**config.mk**
```make
export PLATFORM = sky130hd
export DESIGN_NAME = ps2_scancode_rx
export DESIGN_NICKNAME = d
export VERILOG_FILES = /design/src/rtl/ps2_scancode_rx.sv
export SDC_FILE = /design/constraint.sdc
export NUM_CORES = 1
export LEC_CHECK = 0
export ABC_AREA = 1
export BUFFER_PORTS_ARGS = -buffer_cell sky130_fd_sc_hd__buf_2
export CAP_MARGIN = 20
export CORE_MARGIN = 2
export CORE_UTILIZATION = 51
export CTS_CLUSTER_DIAMETER = 80
export CTS_CLUSTER_SIZE = 25
export DETAILED_ROUTE_END_ITERATION = 16
export PLACE_DENSITY = 0.73
export SYNTH_ARGS = -nofsm -noshare
export SYNTH_HDL_FRONTEND = slang
export SYNTH_SLANG_ARGS = --single-unit
```
**constraint.sdc**
```tcl
create_clock -name clk_sys -period 1.5 [get_ports clk_sys]
set_input_delay 0.15 -clock clk_sys [delete_from_list [all_inputs] [get_ports clk_sys]]
set_output_delay 0.15 -clock clk_sys [all_outputs]
set_load 0.02 [all_outputs]
```
**src/rtl/ps2_scancode_rx.sv**
```systemverilog
// ps2_scancode_rx
//   PS/2 keyboard receiver. Synchronises and de-glitches the PS/2 clock,
//   samples data on each filtered falling edge, checks odd parity and the
//   stop bit, folds E0/F0 prefix bytes into flags and presents completed
//   scancodes.
//
// Parameters
//   FILTER_LEN     consecutive equal samples needed to accept a new clock level
//   TIMEOUT_CYCLES max clk_sys cycles between falling edges inside a frame
//
// Build option
//   PS2_RX_TIMEOUT_EN  when defined, a stalled frame is abandoned after
//                      TIMEOUT_CYCLES and reported through frame_err.
//
// Ports
//   clk_sys      in   system clock, all logic on its rising edge
//   reset        in   synchronous active-high reset
//   ps2_kbd_clk  in   asynchronous PS/2 clock
//   ps2_kbd_data in   asynchronous PS/2 data
//   key_code     out  last completed non-prefix scancode
//   key_ext      out  E0 prefix preceded key_code
//   key_release  out  F0 prefix preceded key_code
//   key_strobe   out  one-cycle pulse when key_* update
//   frame_err    out  one-cycle pulse on a rejected frame
module ps2_scancode_rx #(
  parameter int FILTER_LEN     = 8,
  parameter int TIMEOUT_CYCLES = 48000
) (
  input  logic       clk_sys,
  input  logic       reset,
  input  logic       ps2_kbd_clk,
  input  logic       ps2_kbd_data,
  output logic [7:0] key_code,
  output logic       key_ext,
  output logic       key_release,
  output logic       key_strobe,
  output logic       frame_err
);

  localparam int FCW = (FILTER_LEN > 1) ? $clog2(FILTER_LEN) : 1;

  typedef enum logic [1:0] {ST_IDLE, ST_DATA, ST_PARITY, ST_STOP} state_t;

  // Synchronisers: bit 0 = PS/2 clock, bit 1 = PS/2 data
  logic [1:0] sync_meta_reg;
  logic [1:0] sync_reg;

  always_ff @(posedge clk_sys) begin
    if (reset) begin
      sync_meta_reg <= 2'b11;
      sync_reg      <= 2'b11;
    end else begin
      sync_meta_reg <= {ps2_kbd_data, ps2_kbd_clk};
      sync_reg      <= sync_meta_reg;
    end
  end

  logic clk_s;
  logic data_s;
  assign clk_s  = sync_reg[0];
  assign data_s = sync_reg[1];

  // Clock filter: a level change is accepted on the FILTER_LEN-th
  // consecutive sample that disagrees with the current filtered level.
  logic           filt_clk_reg, filt_clk_next;
  logic [FCW-1:0] filt_cnt_reg, filt_cnt_next;

  always_comb begin
    filt_clk_next = filt_clk_reg;
    filt_cnt_next = '0;
    if (clk_s != filt_clk_reg) begin
      if (filt_cnt_reg == FCW'(FILTER_LEN - 1)) begin
        filt_clk_next = clk_s;
      end else begin
        filt_cnt_next = filt_cnt_reg + 1'b1;
      end
    end
  end

  always_ff @(posedge clk_sys) begin
    if (reset) begin
      filt_clk_reg <= 1'b1;
      filt_cnt_reg <= '0;
    end else begin
      filt_clk_reg <= filt_clk_next;
      filt_cnt_reg <= filt_cnt_next;
    end
  end

  // Sample event is the cycle on which the filtered clock falls; data is
  // captured on the same clock edge that commits the new filtered level.
  logic sample_evt;
  assign sample_evt = filt_clk_reg & ~filt_clk_next;

  state_t     state_reg, state_next;
  logic [2:0] bit_cnt_reg;
  logic [7:0] shift_reg;
  logic       parity_reg;
  logic       ext_pending_reg;
  logic       rel_pending_reg;
  logic [7:0] key_code_reg;
  logic       key_ext_reg;
  logic       key_release_reg;
  logic       key_strobe_reg;
  logic       frame_err_reg;

  // Timeout: a sample event always wins over an expiry on the same cycle.
  logic timeout_fire;
`ifdef PS2_RX_TIMEOUT_EN
  localparam int TW = $clog2(TIMEOUT_CYCLES + 1);
  logic [TW-1:0] timeout_cnt_reg;

  always_ff @(posedge clk_sys) begin
    if (reset || state_reg == ST_IDLE || sample_evt) begin
      timeout_cnt_reg <= '0;
    end else if (timeout_cnt_reg != TW'(TIMEOUT_CYCLES)) begin
      timeout_cnt_reg <= timeout_cnt_reg + 1'b1;
    end
  end

  assign timeout_fire = (timeout_cnt_reg == TW'(TIMEOUT_CYCLES)) && !sample_evt;
`else
  assign timeout_fire = 1'b0;
`endif

  // FSM state register
  always_ff @(posedge clk_sys) begin
    if (reset) state_reg <= ST_IDLE;
    else       state_reg <= state_next;
  end

  // FSM next state
  always_comb begin
    state_next = state_reg;
    if (timeout_fire) begin
      state_next = ST_IDLE;
    end else if (sample_evt) begin
      case (state_reg)
        ST_IDLE:   if (!data_s) state_next = ST_DATA;
        ST_DATA:   if (bit_cnt_reg == 3'd7) state_next = ST_PARITY;
        ST_PARITY: state_next = ST_STOP;
        ST_STOP:   state_next = ST_IDLE;
        default:   state_next = ST_IDLE;
      endcase
    end
  end

  // FSM outputs: frame verdict and prefix decode
  logic frame_done, frame_ok, frame_bad;
  logic load_key, set_ext, set_rel, clear_pending, err_pulse;

  always_comb begin
    frame_done    = sample_evt && (state_reg == ST_STOP);
    // Odd parity over data+parity means the XOR of all nine bits is 1.
    frame_ok      = frame_done && (^{shift_reg, parity_reg}) && data_s;
    frame_bad     = frame_done && !frame_ok;
    set_ext       = frame_ok && (shift_reg == 8'hE0);
    set_rel       = frame_ok && (shift_reg == 8'hF0);
    load_key      = frame_ok && !set_ext && !set_rel;
    clear_pending = load_key || frame_bad || timeout_fire;
    err_pulse     = frame_bad || timeout_fire;
  end

  // Datapath
  always_ff @(posedge clk_sys) begin
    if (reset) begin
      bit_cnt_reg     <= '0;
      shift_reg       <= '0;
      parity_reg      <= 1'b0;
      ext_pending_reg <= 1'b0;
      rel_pending_reg <= 1'b0;
      key_code_reg    <= '0;
      key_ext_reg     <= 1'b0;
      key_release_reg <= 1'b0;
      key_strobe_reg  <= 1'b0;
      frame_err_reg   <= 1'b0;
    end else begin
      key_strobe_reg <= load_key;
      frame_err_reg  <= err_pulse;

      if (timeout_fire) begin
        bit_cnt_reg <= '0;
      end else if (sample_evt) begin
        case (state_reg)
          ST_IDLE:   bit_cnt_reg <= '0;
          ST_DATA: begin
            shift_reg   <= {data_s, shift_reg[7:1]};
            bit_cnt_reg <= bit_cnt_reg + 1'b1;
          end
          ST_PARITY: parity_reg <= data_s;
          default:   ;
        endcase
      end

      if (load_key) begin
        key_code_reg    <= shift_reg;
        key_ext_reg     <= ext_pending_reg;
        key_release_reg <= rel_pending_reg;
      end

      if (clear_pending) begin
        ext_pending_reg <= 1'b0;
        rel_pending_reg <= 1'b0;
      end else begin
        if (set_ext) ext_pending_reg <= 1'b1;
        if (set_rel) rel_pending_reg <= 1'b1;
      end
    end
  end

  assign key_code    = key_code_reg;
  assign key_ext     = key_ext_reg;
  assign key_release = key_release_reg;
  assign key_strobe  = key_strobe_reg;
  assign frame_err   = frame_err_reg;

endmodule
```
[Yosys cells after proc, flatten, opt, wreduce, memory -nomap -nowiden]
Index checks and enable logic that the tools add are counted.
Storage, ports and cells
  register bits: 36
  input bits: 4
  logic and storage cells: 57
Operators by class
  bitwise logic cells: 3
  multiplexer cells: 6
  add/sub/neg operators: 2
  eq/ne operators: 10
  reductions and logical operators: 21
Operator list (count)
  8-bit == test (second input constant): 2
  9-bit XOR reduction: 1
  1-bit logical AND: 8
  2-bit one-hot mux with 4 select lines: 1
  3-bit by 1-bit adder with 3-bit output (second input constant): 2
  3-bit == test (second input constant): 2
  3-bit one-hot mux with 2 select lines: 1
  2-bit AND reduction: 3
  2-bit == test (second input constant): 2
  2-bit two-way mux: 2
  2-bit inequality test (second input constant): 2
  1-bit zero test: 3
  3-bit AND reduction: 1
  3-bit OR reduction: 1
  2-bit by 1-bit == test with 1-bit output (second input constant): 1
  2-bit zero test: 1
  1-bit two-way mux: 2
  1-bit NOT: 2
  2-bit nonzero test: 1
  2-bit OR reduction: 1
  1-bit AND: 1
  1-bit logical OR: 1
  1-bit inequality test: 1

[Longest topological paths before layout]
  word-level depth: 14
  depth in mapped cells: 12
  mapped depth without buffers: 12

[Worst setup path after synthesis]
OpenSTA, ideal clock, no wires.
  kind: reg-to-reg
  start point: reg filt_cnt_reg[0]
  end point: reg key_code_reg[1], in the netlist key_code[1]
  period minus slack after synthesis: 1551 ps
  required time: 1386 ps
  data arrival time: 1436 ps
  setup slack: -51 ps
  cell stages (with the launch flop): 11
  library setup time: 114 ps
  cells stage by stage: dfxtp_1 -> ha_1 -> ha_1 -> nand3_2 -> inv_2 -> nand2_1 -> nor2_1 -> nand4_2 -> buf_6 -> nand3_1 -> nand2_1
Between the ends
  cells in the longest elaborated chain, start to end: 12
  elaborated cells on any way between the ends: 14
RTL lines
  from (decl): line 66  | logic [FCW-1:0] filt_cnt_reg, filt_cnt_next;
  from (signal assigned): line 86  | filt_cnt_reg <= filt_cnt_next;
  3-bit == test *: line 72  | if (filt_cnt_reg == FCW'(FILTER_LEN - 1)) begin
  1-bit two-way mux *: line 72
  1-bit two-way mux *: line 71  | if (clk_s != filt_clk_reg) begin
  1-bit NOT *: line 93  | assign sample_evt = filt_clk_reg & ~filt_clk_next;
  1-bit AND *: line 93
  1-bit logical AND *: line 153  | frame_done = sample_evt && (state_reg == ST_STOP);
  1-bit logical AND * (2 in a row): line 155  | frame_ok = frame_done && (^{shift_reg, parity_reg}) && data_s;
  1-bit logical AND: line 157  | set_ext = frame_ok && (shift_reg == 8'hE0);
  1-bit zero test: line 159  | load_key = frame_ok && !set_ext && !set_rel;
  1-bit logical AND: line 159
  1-bit logical AND *: line 159
  to (signal assigned): line 196  | key_code_reg <= shift_reg;
  to (decl): line 101  | logic [7:0] key_code_reg;
Mark *: on every way between the ends. The rest lies on a longest branch, timed or not.
A chain may end at the register's enable or synchronous reset.

[Final worst setup path]
  start point: reg filt_cnt_reg[1]
  end point: reg ext_pending_reg
Between the ends
  cells in the longest elaborated chain, start to end: 14
  elaborated cells on any way between the ends: 18
RTL lines
  3-bit == test *: line 72
  1-bit two-way mux *: line 72
  1-bit two-way mux *: line 71
  1-bit NOT *: line 93
  1-bit AND *: line 93
  1-bit logical AND *: line 153
  1-bit logical AND (2 in a row): line 155
  1-bit logical AND: line 157
  1-bit zero test: line 159
  1-bit logical AND (2 in a row): line 159
  1-bit logical OR: line 160  | clear_pending = load_key || frame_bad || timeout_fire;
  2-bit OR reduction (no line)
  to (signal assigned): line 170  | ext_pending_reg <= 1'b0;
  to (signal assigned): line 202  | ext_pending_reg <= 1'b0;
  to (signal assigned): line 205  | if (set_ext) ext_pending_reg <= 1'b1;
  to (decl): line 99  | logic ext_pending_reg;
Marked as above.

==> key figures <==
Yosys
  • Commonest cells in the netlist: 42 x nand2_1, 36 x dfxtp_1, 22 x inv_1, 18 x nor2_1, 16 x nand3_1
  • Post-synth ARST share: 0%
  • Post-Syn Area: 1559 um2
  • Syn Area/Cell: 7.718 um2
  • Synthesis-stage register bit count: 36
  • Top post-synthesis cells by area: dfxtp_1 46%, nand2_1 10%, ha_1 6.4%
  • Most frequent cell after synthesis: nand2_1
  • Synth Instances: 202
  • Largest area contributor in the netlist: dfxtp_1
  • Distinct cells, synth: 24
  • Syn nets: 214
  • Ys Warns: 0
  • Top-area cell type share of the netlist area: 46.23%
  • Ys flop type: dfxtp_1
  • Register area share after synthesis: 46.23%
  • Post-synth EDFFs: 0

Final layout
  • Share of layout cells above drive strength 1: 32.24%
  • Final Non-Filler Cells: 278
  • Ant. Diodes: 0
  • Area Overhead vs Synth: 31.38%
  • Nets: 256

Clock network
  • Clk buf depth: 2
  • Clock Latency Late Sink: 0.34 ns
  • CTS tree: done
  • CTS Buf Count: 5
  • H-tree level count: 2
  • CTS sink cnt: 36
  • Clock-pin slew of the registers on the worst-case setup and hold paths: 0.10 ns
  • Root Driver: clkbuf_4

Placement
  • Placed insts: 265
  • Post-DP HPWL: 2.257 mm
  • GPL Wtd Cong: 0.8594
  • Number of I/O port buffers: 15

Global route
  • Antenna violations before repair: 0
  • First-pass GRT wire length: 4.857 mm
  • Vias in the first global route: 1,159
  • GR Util All Layers: 18.99%
  • Largest net degree at the start of global routing: 20
  • GRT overflow: 0

Timing
  • Min Tclk post-route: 1.494 ns
  • Rel. slew slack: 65.85%
  • Hold slack: 0.1592 ns
  • Clock skew after layout: 0.004124 ns
  • F_max: 0.6694 GHz
  • Final Hold Fails: 0
  • Endpoints failing setup: 0
  • Slew @ Worst Pin: 0.5117 ns
  • RSZ-0062 raised after global routing: true
  • Tcrit/Tclk final: 99.60%
  • Slew Limit Fails: 0

Power and ir drop
  • Reg power frac: 62.2%
  • Leak: 0.0009934 uW
  • Overall Power: 1551 uW
  • Internal power component: 1210 uW
  • Combinational share of power: 3.0%
  • Power density over cell area: 757.3 nW/um2
  • Maximum vdd drop: 0.5979 mV
  • Clock power frac: 34.9%
  • Sw Pwr: 340.9 uW
  • Sw Ratio: 21.98%

Drt
  • DR WL/cell: 11.78 um
  • Detailed-route DRC error count: 0
  • Initial DRC count: 71
  • Routed WL: 3.276 mm
  • Post-route antenna net violation count: 0
  • Vias per cell: 5.061
  • Via count of the routed design: 1,407
  • Router iterations before antenna repair: 4

Die
  • Die H: 59.29 um
  • Core area: 2978 um2
  • Die area: 3515 um2
  • Initial cell density of the core: 52.35%
  • # rows: 20
  • Top Ports: 16
  • Die W: 59.29 um

Min path
  • Worst min-delay path class: in -> reg

Run status
  • Status: finished, final reports clean

Worst setup path
  • Crit path max fanout: 4
  • WP data required: 1.78 ns
  • CP Class: reg -> reg
  • CP startpoint kind: flop
  • Crit. End Element: flop
  • Crit path arrival time: 1.77 ns

Flow run
  • Maxcap violations: 0
[critical path: stages (launching register included)]
cell,delay (ns)
dfxtp_2,0.36
ha_4,0.14
ha_4,0.14
nand3_4,0.08
inv_4,0.07
nand2_4,0.05
nor2_4,0.16
nand3_4,0.11
nand2_1,0.10
nand3_1,0.10
nor2_1,0.12
[placed cells by master (no fill, tap or decap), drive strengths merged]
master,n
clkbuf,8
dfxtp,36
buf,40
nand3,19
a21oi,12
nor2,19
nand4,11
ha,8
dlygate4sd3,2
or3,1
or2,4
o21ai,12
a211oi,1
o211ai,2
inv,25
nand2,44
nor3,1
[per-layer routing]
metal | GRT usage, % | vias up | routed length [um]
li1 | - | 743 | -
met1 | 21.77 | 637 | 1442
met2 | 32.50 | 21 | 1673
met3 | 5.895 | 6 | 101
met4 | 7.792 | 0 | 58
met5 | 0 | - | 0
[power by group through the flow]
stage / combinational [uW] / sequential (uW) / clock [uW]
3_5_place_dp: 38.6 / 986 / 0
6_report: 45.8 / 964 / 541
4_1_cts: 43.0 / 964 / 545
5_1_grt: 50.1 / 965 / 586
3_3_place_gp: 37.5 / 986 / 0
2_1_floorplan: 23.7 / 985 / 0
[area by class of cell]
cell class | count | area, um2
Fill cell | 233 | 929.6
Multi-Input combinational cell | 134 | 819.5
Sequential cell | 36 | 726.9
Timing Repair Buffer | 42 | 302.8
Inverter | 25 | 98.84
Clock buffer | 8 | 58.81
Tap cell | 33 | 41.29
[path summary, 6_finish.rpt]
| check | from | endpoint | slack, ns | cells after the start |
|---|---|---|---|---|
| setup / recovery | filt_cnt_reg[1] | ext_pending_reg | 0.006 | 10 |
| setup reg to reg | filt_cnt_reg[1] | ext_pending_reg | 0.006 | 10 |
| hold / removal | reset | key_strobe | 0.16 | 3 |
| hold reg to reg | sync_meta_reg[1] | sync_reg[1] | 0.42 | 1 |
[cell families after synthesis]
family                     synth area share [%]
and+or+nand+nor                           29.86
DFF                                       46.23
buffers and inverters                     8.346
AOI/OAI and AO/OA                         9.149
adders and majority gates                 6.421
[through the flow]
step / util [%] / area (um2) / worst slack (ns) / setup TNS (ns)
after global placement: 61.22 / 1823 / -0.01463 / -0.08503
after floorplan: - / 1564 / 0.01103 / 0
after global routing: 68.78 / 2048 / -0.07828 / -0.7192
after detailed placement: 61.22 / 1823 / -0.05754 / -0.4767
final: 68.78 / 2048 / 0.006073 / 0
after CTS: 64.66 / 1926 / 0.005309 / 0
[what timing repair did]
| item | in CTS | in global routing |
|---|---|---|
| gates resized for setup | 5 | 24 |
| endpoints found under the setup margin | 12 | 21 |
| hold buffers | 2 | 0 |
| gates cloned | 0 | 0 |
| endpoints found under the hold margin | 2 | 0 |
| pin swaps | 2 | 7 |
| setup buffers | 1 | 2 |
Power figures use the tool's default switching activity.
